**src/rtl/song_player.sv**
```systemverilog
// song_player: song ROM sequencer with debounced start/stop, light decode and looping; PLAYER_PAUSE_EN adds a PAUSED state
module song_player #(
  parameter int ADDR_W = 8,
  parameter int CMD_W = 12,
  parameter int NUM_LIGHTS = 4,
  parameter int DEBOUNCE = 16
) (
  input  logic                  CLK,
  input  logic                  RST_N,
  input  logic                  BTN_N,
  input  logic                  LOOP,
  output logic [ADDR_W-1:0]     ROM_ADDR,
  input  logic [CMD_W-1:0]      ROM_DATA,
  output logic [CMD_W-1:0]      CMD,
  output logic                  CMD_VALID,
  input  logic                  CMD_READY,
  output logic [NUM_LIGHTS-1:0] LIGHT_N,
  output logic                  PLAYING
);
  localparam int CW = $clog2(DEBOUNCE + 1);
  localparam int IW = NUM_LIGHTS > 1 ? $clog2(NUM_LIGHTS) : 1;
  localparam logic [NUM_LIGHTS-1:0] DARK = '1;

  typedef enum logic [2:0] {
    IDLE, FETCH, WAIT, DECODE, ISSUE
`ifdef PLAYER_PAUSE_EN
    , PAUSED
`endif
  } state_t;

`ifdef PLAYER_PAUSE_EN
  localparam state_t HALT = PAUSED;
`else
  localparam state_t HALT = IDLE;
`endif

  logic btn_s1, btn_s2, btn_db, btn_db_q, press;
  logic [CW-1:0] cnt;
  state_t state, state_n;
  logic [ADDR_W-1:0] addr_n;
  logic [CMD_W-1:0] word, word_n, cmd_n;
  logic valid_n, stop_pending, stop_n, stop;
  logic [NUM_LIGHTS-1:0] light_n, lit, decode;
  logic [1:0] sel;
  logic [IW-1:0] idx;

  always_ff @(posedge CLK or negedge RST_N)
    if (!RST_N) begin
      btn_s1 <= 1'b1;
      btn_s2 <= 1'b1;
      btn_db <= 1'b1;
      btn_db_q <= 1'b1;
      cnt <= '0;
    end else begin
      btn_s1 <= BTN_N;
      btn_s2 <= btn_s1;
      btn_db_q <= btn_db;
      if (btn_s2 == btn_db) cnt <= '0;
      else if (cnt == CW'(DEBOUNCE - 1)) begin
        cnt <= '0;
        btn_db <= btn_s2;
      end else cnt <= cnt + CW'(1);
    end

  assign press = btn_db_q & ~btn_db;
  assign PLAYING = state != IDLE;

  // light decode is taken from the command being accepted
  always_comb begin
    sel = CMD[CMD_W-1 -: 2];
    idx = CMD[IW-1:0];
    lit = (32'(idx) < NUM_LIGHTS) ? ~(NUM_LIGHTS'(1) << idx) : DARK;
    decode = sel == 2'b01 ? lit : sel == 2'b00 ? DARK : LIGHT_N;
  end

  always_comb begin
    state_n = state;
    addr_n = ROM_ADDR;
    cmd_n = CMD;
    valid_n = CMD_VALID;
    light_n = LIGHT_N;
    word_n = word;
    stop = stop_pending | press;
    stop_n = stop_pending | (press & (state != IDLE) & (state != HALT));
    case (state)
      IDLE: if (press) begin
        addr_n = '0;
        state_n = FETCH;
      end
      FETCH: state_n = stop ? HALT : WAIT;
      WAIT: begin
        word_n = ROM_DATA;
        state_n = stop ? HALT : DECODE;
      end
      DECODE:
        if (stop) state_n = HALT;
        else if (&word) begin
          addr_n = LOOP ? '0 : ROM_ADDR;
          state_n = LOOP ? FETCH : IDLE;
        end else begin
          cmd_n = word;
          valid_n = 1'b1;
          state_n = ISSUE;
        end
      ISSUE: if (CMD_READY) begin
        valid_n = 1'b0;
        addr_n = ROM_ADDR + ADDR_W'(1);
        light_n = decode;
        state_n = (&ROM_ADDR && !LOOP) ? IDLE : FETCH;
      end
`ifdef PLAYER_PAUSE_EN
      PAUSED: state_n = press ? FETCH : PAUSED;
`endif
      default: state_n = IDLE;
    endcase
    if (state_n == IDLE) light_n = DARK;
    if (state_n == IDLE || state_n == HALT) stop_n = 1'b0;
  end

  always_ff @(posedge CLK or negedge RST_N)
    if (!RST_N) begin
      state <= IDLE;
      ROM_ADDR <= '0;
      CMD <= '0;
      CMD_VALID <= 1'b0;
      LIGHT_N <= DARK;
      stop_pending <= 1'b0;
      word <= '0;
    end else begin
      state <= state_n;
      ROM_ADDR <= addr_n;
      CMD <= cmd_n;
      CMD_VALID <= valid_n;
      LIGHT_N <= light_n;
      stop_pending <= stop_n;
      word <= word_n;
    end
endmodule

```
**config.mk**
```make
export PLATFORM = sky130hd
export DESIGN_NAME = song_player
export DESIGN_NICKNAME = d
export VERILOG_FILES = /design/src/rtl/song_player.sv
export SDC_FILE = /design/constraint.sdc
export NUM_CORES = 1
export LEC_CHECK = 0
export CAP_MARGIN = 5
export CORE_ASPECT_RATIO = 1.75
export CORE_MARGIN = 1
export CORE_UTILIZATION = 35
export DETAILED_ROUTE_END_ITERATION = 12
export SYNTH_ARGS = -nofsm -noshare
export SYNTH_HDL_FRONTEND = slang
export SYNTH_SLANG_ARGS = --single-unit
```
**constraint.sdc**
```tcl
create_clock -name CLK -period 1.8 [get_ports CLK]
set_input_delay 0.45 -clock CLK [delete_from_list [all_inputs] [get_ports CLK]]
set_output_delay 0.45 -clock CLK [all_outputs]
set_load 0.005 [all_outputs]
```
==> key figures <==
Floorplan
  • Number of cell rows: 38
  • Overall die width: 63.0 um
  • Die Outline Area: 6850 um2
  • Area of the core: 6230 um2
  • Die Height: 109 um
  • Starting density of the core: 36.6%
  • IO Count: 43

Drt
  • Total Routed Length: 4800 um
  • Total via count in the routed design: 1718
  • Detail-routed via count per cell: 5.14
  • Number of nets with antenna violations after detailed routing: 0
  • Routed length per instance: 14.4 um
  • Iteration-0 DRC count of the detailed router: 49
  • Number of optimization iterations in the first detailed-route pass: 4
  • DRC violation count after routing: 0

Job
  • Number of maximum-capacitance violations: 0

STA
  • Transition time at the pin with the least slew margin: 0.467 ns
  • RSZ-0062 raised after global routing: true
  • Final number of hold-violating endpoints: 0
  • Final Max Tran Viols: 0
  • Final WS setup: -0.00722 ns
  • Max-slew headroom at the worst pin: 68.7%
  • Setup violation total in the final timing report: 4
  • Final critical-path required period: 1.81 ns
  • Fmax: 553 MHz
  • Worst hold margin: 0.0725 ns
  • Final setup skew: 0.00530 ns
  • Share of the clock period used by the worst path: 100%

Synth
  • Net Count, Synth: 207
  • Number of standard cells after synthesis: 188
  • Library cells used by synthesis: 46
  • Most common flop cell mapped by yosys: sky130_fd_sc_hd__dfrtp_1
  • Top cell types by occurrence after synthesis: 42 x sky130_fd_sc_hd__dfrtp_1, 17 x sky130_fd_sc_hd__mux2_2, 17 x sky130_fd_sc_hd__nor2_1
  • Register bit count reported by yosys: 50
  • Cell with the most instances after synthesis: sky130_fd_sc_hd__dfrtp_1
  • Async set-reset flop share out of synthesis: 100%
  • Share of the synthesized area in the top cell type: 46.1%
  • Mean instance size in the synthesized netlist: 12.1 um2
  • Cell area after synthesis: 2280 um2
  • Number of synthesized flops with an enable pin: 0
  • Biggest area contributors in the synthesized netlist: sky130_fd_sc_hd__dfrtp_1 46%, sky130_fd_sc_hd__dfstp_2 9.2%, sky130_fd_sc_hd__mux2_2 8.4%
  • Count of synthesis-stage warnings from yosys: 0
  • Top cell type by total area after synthesis: sky130_fd_sc_hd__dfrtp_1
  • Register area share after synthesis: 55.3%

Place
  • GP Congestion: 0.789
  • IO buf count: 42
  • Post-detail-place hpwl: 3640 um
  • Pre-CTS worst setup slack: -0.154 ns

GRT
  • Wire length of the first global-routing pass: 8140 um
  • Total overflow reported by the global router: 0
  • Largest net degree at the start of global routing: 35
  • Overall Global Routing Usage: 15.4%
  • Vias in the first global route: 1762
  • Initial antenna violation count: 0

Status
  • Failing checks: negative setup slack
  • Run status: complete, but fails checks

Critical path
  • Crit Path Class: flop to flop
  • CP arrival: 1.99 ns
  • Highest fanout seen on the critical path: 6
  • Startpoint type of the worst setup path: flop
  • Sort of element at the end of the critical path: flop
  • Required @ worst endpoint: 1.99 ns

Clocking
  • Clock latency on the worst-skew pair: 0.30 ns
  • Number of buffers created by CTS: 5
  • Clock edge transition at the registers on the reported setup and hold paths: 0.09 ns
  • Number of sinks on the clock net: 50
  • TritonCTS clock tree: done
  • Clk Tree Root Cell: sky130_fd_sc_hd__clkbuf_8
  • Max Root-Sink Buffers: 2
  • CTS H-tree depth: 2

Pwr
  • Power density of the placed cells: 1480 nW/um2
  • LEAKAGE: 1.34 nW
  • Maximum VDD drop: 0.689 mV

Cells and area
  • Post-layout util: 50.1%
  • Fraction of final layout cells with drive strength greater than 1: 28.7%
  • Area Growth Syn to Fin: 36.8%
  • Number of nets in the finished design: 272
  • Final antenna diode count: 0
  • Number of inserted filler cells in the final layout: 573

Min path
  • Class of the tightest hold or removal check: input port to async pin
[cell families (layout without fill, tap and decap cells)]
family / Yosys count / count (layout) / share of synthesized area, %
AND/OR/NAND/NOR: 62 / 62 / 15.2
flip-flops: 50 / 50 / 55.3
AO/OA/AOI/OAI: 30 / 30 / 9.39
buffers and inverters: 14 / 80 / 3.35
adder cells (fa/ha/maj): 2 / 2 / 1.10
XOR/XNOR: 4 / 4 / 1.54
multiplexers: 26 / 26 / 14.1
[layout by cell type (no fill, tap or decap), drive strengths merged, types with 2 or more instances in the layout]
master	n
nand3	3
nor2	17
and4	2
o32ai	5
nor3	2
and3	2
nand2b	2
ha	2
or4	2
clkdlybuf4s50	36
bufinv	2
o211ai	3
a21oi	3
dfrtp	42
nand3b	2
or2	2
dfstp	8
dlymetal6s2s	4
buf	26
nor2b	3
inv	6
nor4	2
xor2	3
a31oi	7
o21ai	5
nand2	8
or3	2
and2	2
mux2	25
nand4	5
clkbuf	6
[path summary, 6_finish.rpt]
check                      slack, ns  startpoint  depth (start not counted)         end
min in group CLK                0.36      btn_s1                          0      btn_s2
setup / recovery              -0.007    state[2]                          5      CMD[4]
max in group asynchronous       1.15       RST_N                          2  LIGHT_N[0]
hold reg to reg                 0.36      btn_s1                          0      btn_s2
setup reg to reg              -0.007    state[2]                          5      CMD[4]
hold / removal                  0.07       RST_N                          1      cnt[0]
[repair_timing]
item	4_1_cts	5_1_grt
setup buffers	0	1
gates resized for setup	5	12
pin swaps	1	2
endpoints found under the setup margin	12	19
hold buffers	0	0
[report_power, final]
part / internal, mW / leakage [nW] / switching (mW)
registers: 1.49 / 0.608 / 0.335
clock network: 0.592 / 0.0714 / 0.361
logic: 1.16 / 0.663 / 0.668
total: 3.25 / 1.34 / 1.36
[metrics by stage]
step / total power, mW / instances / TNS (ns) / area (um2)
3_5_place_dp: 3.62 / 325 / -0.976 / 2930
4_1_cts: 4.59 / 333 / -0.156 / 3070
5_1_grt: 4.94 / 334 / -0.494 / 3120
6_report: 4.61 / 334 / -0.0203 / 3120
2_1_floorplan: 2.79 / 188 / -0.957 / 2280
3_3_place_gp: 3.60 / 325 / -0.990 / 2930
[critical path, cell delays in order, from the launching register on]
cell	delay, ns
sky130_fd_sc_hd__dfrtp_1	0.43
sky130_fd_sc_hd__nand3b_1	0.19
sky130_fd_sc_hd__or3_4	0.38
sky130_fd_sc_hd__or2_4	0.26
sky130_fd_sc_hd__buf_6	0.14
sky130_fd_sc_hd__mux2_4	0.29
[flip-flops by register name (all words and copies together), names as in the netlist]
signal        cells
stop_pending      1
LIGHT_N           4
btn_s1            1
ROM_ADDR          8
btn_s2            1
btn_db            1
CMD_VALID         1
word             12
state             3
CMD              12
cnt               5
btn_db_q          1
[final cells by class]
type / instances / area [um2] / area share [%]
Sequential cell: 50 / 1260 / 40.4
Multi-Input combinational cell: 124 / 958 / 30.7
Timing Repair Buffer: 66 / 634 / 20.3
Tap cell: 80 / 100 / 3.21
Clock buffer: 6 / 82.6 / 2.65
Clock inverter: 2 / 60.1 / 1.93
Inverter: 6 / 22.5 / 0.722
[per-layer routing]
metal / global-route usage, % / vias to the layer above / routed length, um
li1: - / 819 / -
met1: 16.1 / 841 / 1850
met2: 29.5 / 47 / 2710
met3: 2.20 / 11 / 130
met5: 0 / - / 0
met4: 7.64 / 0 / 110
Power figures use the tool's default switching activity.
